## src/rtl/autotest_pkg.sv

```systemverilog
// Shared types and constants for the autotest result-capture path.
// Holds the capture FSM states, status bit positions and record layout.
package autotest_pkg;

    typedef enum logic [2:0] {
        IDLE,
        RUN,
        CAPTURE,
        EMIT,
        DONE
    } capture_state_t;

    // Bit positions inside the record status byte.
    localparam int END_BIT     = 0;
    localparam int ERR_BIT     = 1;
    localparam int SAT_BIT     = 2;
    localparam int TIMEOUT_BIT = 3;

    localparam int RECORD_HDR_BYTES = 6;
    localparam logic [7:0] MAGIC_DEFAULT = 8'hA5;

    // RUN cycles during which stale synchronized flags are ignored.
    localparam int RUN_BLANK_CYCLES = 2;

    function automatic int record_len(input int output_size);
        return RECORD_HDR_BYTES + output_size / 8;
    endfunction

endpackage

```

## src/rtl/uut_result_capture_sync_2ff.sv

```systemverilog
// sync_2ff: 1-bit two-flop synchronizer, asynchronous active-low reset.
// Ports: clk, rst (active-low), d (async input), q (synchronized output).
module sync_2ff (
    input  logic clk,
    input  logic rst,
    input  logic d,
    output logic q
);

    logic meta;

    always_ff @(posedge clk or negedge rst) begin
        if (!rst) begin
            meta <= 1'b0;
            q    <= 1'b0;
        end else begin
            meta <= d;
            q    <= meta;
        end
    end

endmodule

```

## src/rtl/uut_result_capture.sv

```systemverilog
// uut_result_capture: runs one UUT measurement, counts clk cycles until the
// UUT finishes, then streams a fixed-length byte record (valid/ready).
// Ports: clk, rst (async active-low), arm (start pulse), rst_uut (UUT reset),
//   end_uut/err_uut (async UUT flags), output_from_UUT (UUT result),
//   byte_data/byte_valid/byte_ready (record stream), busy, done (pulse).
// Optional: define UUT_TIMEOUT_EN to abort RUN after TIMEOUT_CYCLES.
// Record: MAGIC, status, counter[31:0] MSB first, captured output MSB first.
module uut_result_capture
    import autotest_pkg::*;
#(
    parameter int          OUTPUT_SIZE    = 32,
    parameter int          CNT_WIDTH      = 32,
    parameter logic [7:0]  MAGIC          = MAGIC_DEFAULT,
    parameter logic [31:0] TIMEOUT_CYCLES = 32'h00FF_FFFF
) (
    input  logic                   clk,
    input  logic                   rst,
    input  logic                   arm,
    output logic                   rst_uut,
    input  logic                   end_uut,
    input  logic                   err_uut,
    input  logic [OUTPUT_SIZE-1:0] output_from_UUT,
    output logic [7:0]             byte_data,
    output logic                   byte_valid,
    input  logic                   byte_ready,
    output logic                   busy,
    output logic                   done
);

    localparam int NBYTES = record_len(OUTPUT_SIZE);
    localparam int OBYTES = OUTPUT_SIZE / 8;
    localparam int IDX_W  = $clog2(NBYTES);
    localparam logic [IDX_W-1:0] LAST_IDX = IDX_W'(NBYTES - 1);

    if (CNT_WIDTH != 32) begin : g_cnt_chk
        $error("uut_result_capture: CNT_WIDTH must be 32");
    end
    if (OUTPUT_SIZE < 8 || (OUTPUT_SIZE % 8) != 0) begin : g_out_chk
        $error("uut_result_capture: OUTPUT_SIZE must be a multiple of 8");
    end
    if (TIMEOUT_CYCLES == 32'd0) begin : g_tmo_chk
        $error("uut_result_capture: TIMEOUT_CYCLES must be nonzero");
    end

    capture_state_t state;
    capture_state_t state_nx;

    logic                   end_s;
    logic                   err_s;
    logic [CNT_WIDTH-1:0]   count;
    logic [OUTPUT_SIZE-1:0] captured;
    logic [7:0]             status;
    logic [7:0]             st_cap;
    logic [IDX_W-1:0]       idx;
    logic [IDX_W-1:0]       idx_nx;
    logic [7:0]             rec [NBYTES];
    logic [7:0]             next_byte;
    logic                   accept;
    logic                   blank_done;
    logic                   flag_hit;
    logic                   timeout_hit;
    logic                   to_flag;
    logic                   stop;

    sync_2ff u_sync_end (
        .clk (clk),
        .rst (rst),
        .d   (end_uut),
        .q   (end_s)
    );

    sync_2ff u_sync_err (
        .clk (clk),
        .rst (rst),
        .d   (err_uut),
        .q   (err_s)
    );

    // count is cleared on arm and only advances in RUN, so it doubles as
    // the RUN age used to mask the synchronizer's stale pipeline contents.
    assign blank_done = (count >= CNT_WIDTH'(RUN_BLANK_CYCLES));
    assign flag_hit   = blank_done && (end_s || err_s);
    assign accept     = byte_valid && byte_ready;
    assign idx_nx     = idx + 1'b1;

`ifdef UUT_TIMEOUT_EN
    assign timeout_hit = (count == CNT_WIDTH'(TIMEOUT_CYCLES));

    // Remembers why RUN ended; the flags are re-sampled in CAPTURE.
    always_ff @(posedge clk or negedge rst) begin
        if (!rst) begin
            to_flag <= 1'b0;
        end else if (state == IDLE) begin
            to_flag <= 1'b0;
        end else if (state == RUN) begin
            to_flag <= timeout_hit && !flag_hit;
        end
    end
`else
    assign timeout_hit = 1'b0;
    assign to_flag     = 1'b0;
`endif

    assign stop = flag_hit || timeout_hit;

    always_comb begin
        st_cap              = '0;
        st_cap[END_BIT]     = end_s;
        st_cap[ERR_BIT]     = err_s;
        st_cap[SAT_BIT]     = &count;
        st_cap[TIMEOUT_BIT] = to_flag;
    end

    always_comb begin
        rec[0] = MAGIC;
        rec[1] = status;
        for (int i = 0; i < 4; i++) begin
            rec[2 + i] = count[8 * (3 - i) +: 8];
        end
        for (int i = 0; i < OBYTES; i++) begin
            rec[RECORD_HDR_BYTES + i] = captured[8 * (OBYTES - 1 - i) +: 8];
        end
    end

    assign next_byte = (idx == LAST_IDX) ? 8'h00 : rec[idx_nx];

    always_ff @(posedge clk or negedge rst) begin
        if (!rst) begin
            state <= IDLE;
        end else begin
            state <= state_nx;
        end
    end

    always_comb begin
        state_nx = state;
        rst_uut  = 1'b1;
        busy     = 1'b1;
        done     = 1'b0;
        unique case (state)
            IDLE: begin
                busy = 1'b0;
                if (arm) begin
                    state_nx = RUN;
                end
            end
            RUN: begin
                rst_uut = 1'b0;
                if (stop) begin
                    state_nx = CAPTURE;
                end
            end
            CAPTURE: begin
                // UUT stays out of reset so its output is still valid here.
                rst_uut  = 1'b0;
                state_nx = EMIT;
            end
            EMIT: begin
                if (accept && idx == LAST_IDX) begin
                    state_nx = DONE;
                end
            end
            DONE: begin
                done     = 1'b1;
                state_nx = IDLE;
            end
            default: begin
                state_nx = IDLE;
            end
        endcase
    end

    always_ff @(posedge clk or negedge rst) begin
        if (!rst) begin
            count      <= '0;
            captured   <= '0;
            status     <= '0;
            idx        <= '0;
            byte_data  <= '0;
            byte_valid <= 1'b0;
        end else begin
            unique case (state)
                IDLE: begin
                    if (arm) begin
                        count <= '0;
                    end
                end
                RUN: begin
                    // Frozen on the exit cycle; saturates instead of wrapping.
                    if (!stop && !(&count)) begin
                        count <= count + 1'b1;
                    end
                end
                CAPTURE: begin
                    captured   <= output_from_UUT;
                    status     <= st_cap;
                    idx        <= '0;
                    byte_data  <= MAGIC;
                    byte_valid <= 1'b1;
                end
                EMIT: begin
                    if (accept) begin
                        if (idx == LAST_IDX) begin
                            byte_valid <= 1'b0;
                            byte_data  <= '0;
                        end else begin
                            idx       <= idx_nx;
                            byte_data <= next_byte;
                        end
                    end
                end
                default: begin
                end
            endcase
        end
    end

endmodule

```

## config.mk

```make
export PLATFORM = sky130hd
export DESIGN_NAME = uut_result_capture
export DESIGN_NICKNAME = d
export VERILOG_FILES = /design/src/rtl/autotest_pkg.sv /design/src/rtl/uut_result_capture_sync_2ff.sv /design/src/rtl/uut_result_capture.sv
export SDC_FILE = /design/constraint.sdc
export NUM_CORES = 1
export LEC_CHECK = 0
export ABC_AREA = 0
export BUFFER_PORTS_ARGS = -buffer_cell sky130_fd_sc_hd__buf_2
export CAP_MARGIN = 20
export CORE_ASPECT_RATIO = 0.5
export CORE_MARGIN = 1.5
export CORE_UTILIZATION = 59
export DETAILED_ROUTE_END_ITERATION = 8
export GPL_TIMING_DRIVEN = 0
export PLACE_DENSITY = 0.8
export SYNTH_ARGS = -nofsm -noshare
export SYNTH_HDL_FRONTEND = slang
export SYNTH_SLANG_ARGS = --single-unit
```

## constraint.sdc

```tcl
create_clock -name clk -period 2.76 [get_ports clk]
set_input_delay 0.552 -clock clk [delete_from_list [all_inputs] [get_ports clk]]
set_output_delay 0.552 -clock clk [all_outputs]
set_load 0.005 [all_outputs]
```

==> results.md, run 1 <==
- Status: complete, no violations
- Met1 Track Usage GR: 39.2%
- RSZ-0062 raised after global routing: false
- Post CTS Setup Buffer Count: 0
- Via count: 3786
- Diode count: 0
- Slew Limit Fails: 0
- Unique masters post-synth: 54
- Vias in the first global route: 3620
- Met2 usage: 46.2%
- Layout net count: 544
- First-pass GRT wire length: 18500 um
- RD Place Congestion: 0.940
- Asr flop ratio synth: 100%
- Wire per inst: 18.3 um
- Most used DFF post-synth: dfrtp_1
- R2R setup slack: 0.30 ns
- Final Hold Viols: 0
- Met3 usage: 8.66%
- Setup TNS: 0 ns
- Busiest grt layer: met2
- Cell Rows: 22
- Final setup violation count: 0
- Levels on crit path: 5
- Critical Path, Cell by Cell: clkbuf_1 > nor3_1 > buf_2 > nor2_1 > buf_2
- Slew at the pin closest to its max-slew limit: 0.684 ns
- Minimum clock period: 2.65 ns
- Sw power: 2.46 mW
- # port buffers: 49
- Critical path class: flip-flop to primary output
- Sw Ratio: 38.1%
- FMAX: 0.378 GHz
- CTS tree: done
- Pre-CTS WS: -0.0661 ns
- GRT overflow: 0
- CTS clk-pin slew, worst paths: 0.06 ns
- Hpwl dp: 8140 um
- Die Footprint: 0.00848 sq mm
- Buffers plus inverters on the worst setup path: 3
- Crit-path most repeated cell: buf_2
- PwrDens: 1190 mW/mm^2
- Clock Skew: 0.00691 ns
- Leak: 2.24 nW
- Antenna violations before repair: 0
- R2R Path End: byte_data[4]
- Routed WL: 11300 um
- Layout area overhead: 16.4%
- Initial drt markers: 430
- Slowest stage cell, crit path: buf_2
- Leading cell type in the layout, fill and taps excluded: dfrtp_1
- Combinational share of power: 39.2%
- Crit-path max FO: 19
- CTS root buffer: clkbuf_16
- Die X: 129 um
- Post-route DRC: 0
- Crit start category: flip-flop
- Clock sink count: 87
- I/O pins: 50
- Synthesized Nets: 484
- Post-Syn Area: 0.00466 sq mm
- GRT Util Overall: 29.2%
- Part of the power in the clock network: 22.1%
- Largest net degree at the start of global routing: 50
- CORE AREA: 0.00749 sq mm
- Maximum VDD drop: 0.491 mV
- Synthesis Warnings: 0
- Syn avg cell area: 10.5 sq um
- Max_cap viols: 0
- Setup ws final: 0.112 ns
- CP arrival: 2.10 ns
- Seq/Total Area, Yosys: 46.7%
- Delay of the slowest critical-path stage: 0.51 ns
- Drt first pass iters: 6
- P_int: 3.98 mW
- WP data required: 2.21 ns
- Post-route insts no fill: 615
- CP endpoint kind: primary output
- CTS Buffer Depth: 2
- WHS: 0.184 ns
- Die Y: 65.9 um
- H-tree Lvls: 3
- Clk_lat worst skew: 0.34 ns
- Hold WC Path Type: input port to async pin
- Critical path endpoint: rst_uut
- Final period util: 96.0%
- Worst reg2reg path depth: 9
- Commonest cells after routing, fill and taps aside: 87 x dfrtp_1, 54 x buf_2, 40 x mux2_2, 37 x nor2_1, 34 x nand2_1
- Final Power: 6.44 mW
- Via density: 6.16
- Clock buffer count from CTS: 9
- Share of cells above drive strength 1: 27.8%
- Post-Syn Instances: 442
- DRT antenna net count: 0
- Kind of cell adding the most delay to the critical path: buffers and inverters
- Setup crit start: state[2]
- Post-synth EDFFs: 0
- Relative slew margins: 54.0%
- Synthesized flop and latch total: 87
- Initial Util: 62.3%
- Register share of total power: 38.7%
- Post-placement cell count: 600
- Critical R2R Launch: idx[1]
[layout make-up]
type	count	area, sq um
clock inverter	6	116
tap	108	135
fill	542	2060
sequential	87	2180
multi-input combinational	318	2300
clock buffer	10	239
timing repair buffer	50	275
buffer	27	146
inverter	9	33.8
[flip-flops by register name, summed over array words and instances, names as in the netlist]
name             cells
byte_data            8
u_sync_end.meta      1
count               32
u_sync_end.q         1
u_sync_err.q         1
status               3
captured            32
state                3
idx                  4
byte_valid           1
u_sync_err.meta      1
[cell families (layout without fill, tap and decap cells)]
group                      after synthesis  count (layout)  share of synthesized area [%]
and+or+nand+nor                        178             178                           20.9
DFF                                     87              87                           46.7
muxes                                   56              56                           15.3
AOI/OAI and AO/OA                       53              53                           7.06
buffers and inverters                   37             102                           3.89
xor gates and xnor gates                27              27                           5.07
adders and majority gates                4               4                           1.07
[power by group through the flow]
stage / Combinational [mW] / Clock, mW / Sequential (mW)
3_3_place_gp: 2.39 / 0 / 2.44
2_1_floorplan: 1.92 / 0 / 2.26
6_report: 2.53 / 1.42 / 2.49
3_5_place_dp: 2.47 / 0 / 2.47
4_1_cts: 2.50 / 1.43 / 2.46
5_1_grt: 2.80 / 1.50 / 2.55
[routing by layer]
metal	vias to the layer above	wire [um]	part of all wire (%)
met5	-	0	0
met4	0	171	1.5
met3	22	1090	9.6
met2	169	5030	45
met1	1864	4970	44
li1	1731	-	-
[what timing repair did]
action	CTS	global route
pin swaps	0	0
hold buffers	0	0
gates cloned	0	0
setup endpoints to repair	1	6
resized for setup	1	3
[how the worst min path moves through the flow]
stage | cells after the start | end | slack [ns] | start
finish | 1 | captured[12] | 0.18 | rst
global placement | 0 | u_sync_end.q | 0.33 | u_sync_end.meta
global route | 1 | captured[9] | 0.22 | rst
CTS | 1 | idx[3] | 0.20 | rst
floorplan | 0 | byte_data[0] | 0.26 | rst
detailed placement | 0 | u_sync_end.q | 0.34 | u_sync_end.meta
[Yosys cell counts (2+ instances only)]
cell,instances,area share (%)
buf_2,5,0.54
nand2b_1,3,0.40
nor3_1,11,1.2
or2_2,2,0.27
xor2_1,27,5.1
and3_2,4,0.64
and2_2,2,0.32
nand2_1,34,2.7
mux2i_1,8,1.7
a221oi_1,4,0.75
clkbuf_1,17,1.4
nor2b_1,3,0.40
nor4_1,9,1.2
or4_1,4,0.64
o21ai_0,24,2.6
o211ai_1,2,0.32
or3_1,4,0.54
dfrtp_1,87,47
o22ai_1,4,0.54
mux4_2,7,3.4
inv_1,9,0.72
nor2_1,37,3.0
a21oi_1,7,0.75
nand4_1,22,3.0
mux2_2,40,9.7
nand3_1,25,2.7
ha_1,4,1.1
and4_1,2,0.38
and3_1,5,0.67
o31ai_1,5,0.81
buf_4,2,0.32
[stage by stage]
step	utilization (%)	area [sq um]
after global placement	67.3	5040
after CTS	72.5	5430
after floorplan	-	4660
after detailed placement	67.7	5070
final	72.5	5430
after global routing	72.5	5430
Note: power is estimated with default switching activity, not from simulation.
==> run 2, diff against run 1 <==
- PLACE_DENSITY: 0.8 -> 0.83
==> results.md, run 2 (synthesis results as in run 1) <==
- Leading cell type in the layout, fill and taps excluded: dfrtp_1
- Fin util: 72.0% (-0.52 points)
- Clock buffer count from CTS: 9 (unchanged)
- CP arrival: 2.09 ns (about the same)
- # port buffers: 49 (unchanged)
- GRT Util Overall: 29.4% (+0.20 points)
- Critical path class: flip-flop to primary output
- First-pass GRT wire length: 18500 um (unchanged)
- GRT overflow: 0 (unchanged)
- R2R Path End: byte_data[4]
- Post CTS Setup Buffer Count: 0 (unchanged)
- Share of cells above drive strength 1: 28.1% (+0.34 points)
- Relative slew margins: 50.5% (-3.6 points)
- Hold WC Path Type: input port to async pin
- Post-route DRC: 0 (unchanged)
- Largest net degree at the start of global routing: 64 (+28%)
- Max_cap viols: 0 (unchanged)
- Critical R2R Launch: idx[1]
- Clk_lat worst skew: 0.35 ns (about the same)
- Layout net count: 545 (+0.18%)
- Leak: 2.22 nW (-0.96%)
- Biggest regs: captured (32), count (32), byte_data (8)
- CTS root buffer: clkbuf_16
- Die X: 129 um (unchanged)
- PwrDens: 1160 mW/mm^2 (-2.3%)
- Wire per inst: 18.3 um (-0.31%)
- Initial drt markers: 291 (-32%)
- Status: complete, no violations
- Vias in the first global route: 3603 (-0.47%)
- CTS Buffer Depth: 2 (unchanged)
- Slew Limit Fails: 0 (unchanged)
- CORE AREA: 0.00749 sq mm (unchanged)
- H-tree Lvls: 3 (unchanged)
- Die Footprint: 0.00848 sq mm (unchanged)
- Initial Util: 62.3% (unchanged)
- Minimum clock period: 2.64 ns (-0.00638 ns)
- Hpwl dp: 7990 um (-1.9%)
- CP endpoint kind: primary output
- Slew at the pin closest to its max-slew limit: 0.736 ns (+0.0519 ns)
- Final period util: 95.7% (-0.23 points)
- Worst reg2reg path depth: 9 (unchanged)
- Routed WL: 11200 um (-0.15%)
- Commonest cells after routing, fill and taps aside: 87 x dfrtp_1, 55 x buf_2, 40 x mux2_2, 37 x nor2_1, 34 x nand2_1
- R2R setup slack: 0.32 ns (+0.02 ns)
- Clock Skew: 0.00820 ns (+0.00130 ns)
- RSZ-0062 raised after global routing: false
- FMAX: 0.379 GHz (+0.24%)
- Via density: 6.21 (+0.87%)
- Maximum VDD drop: 0.451 mV (-8.1%)
- Crit-path max FO: 10 (-9)
- DRT antenna net count: 0 (unchanged)
- Antenna violations before repair: 0 (unchanged)
- CTS tree: done
- Layout area overhead: 15.6%
- Crit start category: flip-flop
- Final Power: 6.25 mW (-3.0%)
- Final Hold Viols: 0 (unchanged)
- Setup TNS: 0 ns (unchanged)
- Final setup violation count: 0 (unchanged)
- WP data required: 2.21 ns (about the same)
- Clock sink count: 87 (unchanged)
- Drt first pass iters: 7 (+1)
- Die Y: 65.9 um (unchanged)
- CTS clk-pin slew, worst paths: 0.07 ns (about the same)
- RD Place Congestion: 0.921 (-2.1%)
- Via count: 3825 (+1.0%)
- Diode count: 0 (unchanged)
- Cell Rows: 22 (unchanged)
- I/O pins: 50 (unchanged)
==> run 2: cell types whose count changed in the layout (fill, tap and decap cells not counted) <==
cell,change
clkinv_2,+1
bufinv_16,-2
nor3_1,-1
buf_2,+1
clkinvlp_4,+2
nor3_2,+1
clkinv_4,-1
==> run 2: layout make-up <==
class / count / area [sq um]
clock buffer: 10 / 239
clock inverter: 6 / 67.6
sequential: 87 / 2180
buffer: 28 / 151
inverter: 9 / 33.8
tap: 108 / 135
fill: 527 / 2100
timing repair buffer: 50 / 275
multi-input combinational: 318 / 2310
==> run 2: worst max path at each step <==
stage | end | slack (ns) | startpoint | depth (start not counted)
2_1_floorplan | rst_uut | 0.66 | state[2] | 5
3_3_place_gp | rst_uut | -0.01 | state[2] | 6
3_5_place_dp | rst_uut | -0.05 | state[2] | 6
4_1_cts | rst_uut | 0.05 | state[2] | 6
5_1_grt | rst_uut | 0.01 | state[2] | 6
6_report | rst_uut | 0.12 | state[2] | 6
==> run 2: through the flow <==
stage / instance area [sq um] / hold WS [ns] / setup slack (ns) / cells
floorplan: 4660 / 0.256 / 0.661 / 442
global placement: 5040 / 0.332 / -0.0123 / 599
detailed placement: 5070 / 0.335 / -0.0512 / 600
CTS: 5390 / 0.107 / 0.0479 / 616
global route: 5390 / 0.123 / 0.0110 / 616
finish: 5390 / 0.107 / 0.118 / 616
==> run 2: metal layers <==
metal | up-vias | part of all wire (%) | GRT usage [%]
met5 | - | 0 | 0
met4 | 0 | 2.8 | 11.5
met3 | 37 | 10 | 8.01
met1 | 1847 | 44 | 39.7
li1 | 1726 | - | -
met2 | 215 | 43 | 45.6
==> run 2: what timing repair did <==
item / CTS / global route
setup endpoints to repair: 1 / 3
hold endpoints to repair: 0 / 0
hold buffers: 0 / 0
resized for setup: 3 / 4
pin swaps: 0 / 0
==> run 2: worst max-delay path, stage by stage, from the launching register on <==
cell	delay, ns
dfrtp_1	0.37
clkbuf_1	0.20
nor3_2	0.33
buf_2	0.31
buf_2	0.32
nor2_1	0.08
buf_2	0.14
==> run 2: report_power, final <==
part | internal [mW] | switching [mW]
Clock | 0.729 | 0.514
Combinational | 1.22 | 1.30
Sequential | 1.85 | 0.632
Total | 3.80 | 2.45
==> run 3, diff against run 2 <==
- GPL_TIMING_DRIVEN: 0 -> default
- RECOVER_POWER: default -> 50
==> results.md, run 3 (synthesis results as in run 1) <==
- Status: complete, but fails checks
- Failing checks: capacitance limit, slew limit
- Cell Rows: 22 (unchanged)
- Post CTS Setup Buffer Count: 0 (unchanged)
- Wire per inst: 18.2 um (-0.13%)
- Levels on crit path: 8 (+2)
- Post-route DRC: 0 (unchanged)
- Leak: 2.17 nW (-2.1%)
- Initial drt markers: 514 (+77%)
- CORE AREA: 0.00749 sq mm (unchanged)
- Die Y: 65.9 um (unchanged)
- Layout area overhead: 13.5%
- Hold WC Path Type: input port to flip-flop
- Layout net count: 529 (-2.9%)
- Leading cell type in the layout, fill and taps excluded: dfrtp_1
- Die Footprint: 0.00848 sq mm (unchanged)
- Via density: 6.06 (-2.5%)
- Final Power: 6.08 mW (-2.7%)
- Crit start category: flip-flop
- # port buffers: 49 (unchanged)
- Relative slew margins: -39.8% (-90 points)
- CTS root buffer: clkbuf_16
- RSZ-0062 raised after global routing: false
- Slowest stage cell, crit path: dfrtp_1
- Critical Path, Cell by Cell: inv_1 > ha_1 > nor4_1 > nand4_1 > o22ai_2 > nand2_1 > or4_1 > a21oi_1
- Minimum clock period: 2.30 ns (-0.345 ns)
- Vias in the first global route: 3534 (-1.9%)
- Clock sink count: 87 (unchanged)
- Largest net degree at the start of global routing: 50 (-22%)
- Slew at the pin closest to its max-slew limit: 2.10 ns (+1.36 ns)
- Final Hold Viols: 0 (unchanged)
- H-tree Lvls: 3 (unchanged)
- Setup TNS: 0 ns (unchanged)
- Hpwl dp: 7750 um (-3.0%)
- WP data required: 3.01 ns (+0.80 ns)
- Setup ws final: 0.463 ns (+0.345 ns)
- Commonest cells after routing, fill and taps aside: 87 x dfrtp_1, 47 x buf_2, 40 x mux2_2, 37 x nor2_1, 34 x nand2_1
- Biggest regs: captured (32), count (32), byte_data (8)
- GRT Util Overall: 28.8% (-0.57 points)
- Die X: 129 um (unchanged)
- FMAX: 0.435 GHz (+15%)
- Critical path class: flip-flop to flip-flop
- Hold_buf cts: 0 (unchanged)
- GRT overflow: 0 (unchanged)
- Routed WL: 10900 um (-2.7%)
- Fin util: 70.7% (-1.3 points)
- Max_cap viols: 1 (+1)
- RD Place Congestion: 1.00 (+8.6%)
- Slew Limit Fails: 39 (+39)
- Maximum VDD drop: 0.467 mV (+3.6%)
- CP arrival: 2.55 ns (+0.46 ns)
- Pre-CTS WS: 0.543 ns (+0.594 ns)
- Crit-path max FO: 8 (-2)
- Delay of the slowest critical-path stage: 0.44 ns (+0.07 ns)
- DRT antenna net count: 0 (unchanged)
- # resized after CTS: 0 (-3)
- First-pass GRT wire length: 18200 um (-1.4%)
- Final period util: 83.2% (-13 points)
- Kind of cell adding the most delay to the critical path: simple AND/OR/NAND/NOR gates
- Fill count: 545 (+3.4%)
- CTS Buffer Depth: 2 (unchanged)
- CTS tree: done
- Via count: 3633 (-5.0%)
- Hold depth: 1
- Clk_lat worst skew: 0.35 ns (about the same)
- Drt first pass iters: 6 (-1)
- Initial Util: 62.3% (unchanged)
- CTS clk-pin slew, worst paths: 0.07 ns (about the same)
- WHS: 0.323 ns (+0.215 ns)
- I/O pins: 50 (unchanged)
- PwrDens: 1150 mW/mm^2 (-0.92%)
- Clock Skew: 0.0110 ns (+0.00275 ns)
- CP endpoint kind: flip-flop
- Clock buffer count from CTS: 9 (unchanged)
- Final setup violation count: 0 (unchanged)
- Worst reg2reg path depth: 8 (-1)
- Buffers plus inverters on the worst setup path: 1 (-3)
- Antenna violations before repair: 0 (unchanged)
- Share of cells above drive strength 1: 28.7% (+0.51 points)
- Diode count: 0 (unchanged)
run 3: worst paths after layout:
path	end	start	slack (ns)
worst min register to register	u_sync_end.q	u_sync_end.meta	0.35
max in group asynchronous	u_sync_end.q	rst	0.75
worst min-delay path	u_sync_err.meta	err_uut	0.32
worst max register to register	count[8]	count[0]	0.46
min in group asynchronous	captured[11]	rst	0.81
worst max-delay path	count[8]	count[0]	0.46
run 3: power by group:
part           total [mW]  switching (mW)  internal, mW  leakage (nW)
clock                1.14           0.523         0.620         0.134
sequential           2.53           0.681          1.85         0.998
combinational        2.41            1.21          1.20          1.04
total                6.08            2.41          3.67          2.17
run 3: per-stage QoR:
step	cell area (sq um)	std cells
after CTS	5300	600
after global routing	5290	600
after floorplan	4660	442
after global placement	5010	584
final	5290	600
after detailed placement	5010	584
run 3: area by class of cell:
class	count	area, sq um	area share [%]
Timing Repair Buffer	62	353	6.67
Clock inverter	7	57.6	1.09
Multi-Input combinational cell	318	2310	43.6
Tap cell	108	135	2.55
Sequential cell	87	2180	41.2
Clock buffer	9	225	4.26
Inverter	9	33.8	0.639
run 3: per-layer routing:
layer / vias up / track usage, % / share of wire (%)
li1: 1702 / - / -
met3: 13 / 6.88 / 8.8
met1: 1752 / 40.8 / 45
met5: - / 0 / 0
met4: 0 / 8.01 / 1.1
met2: 166 / 44.7 / 45
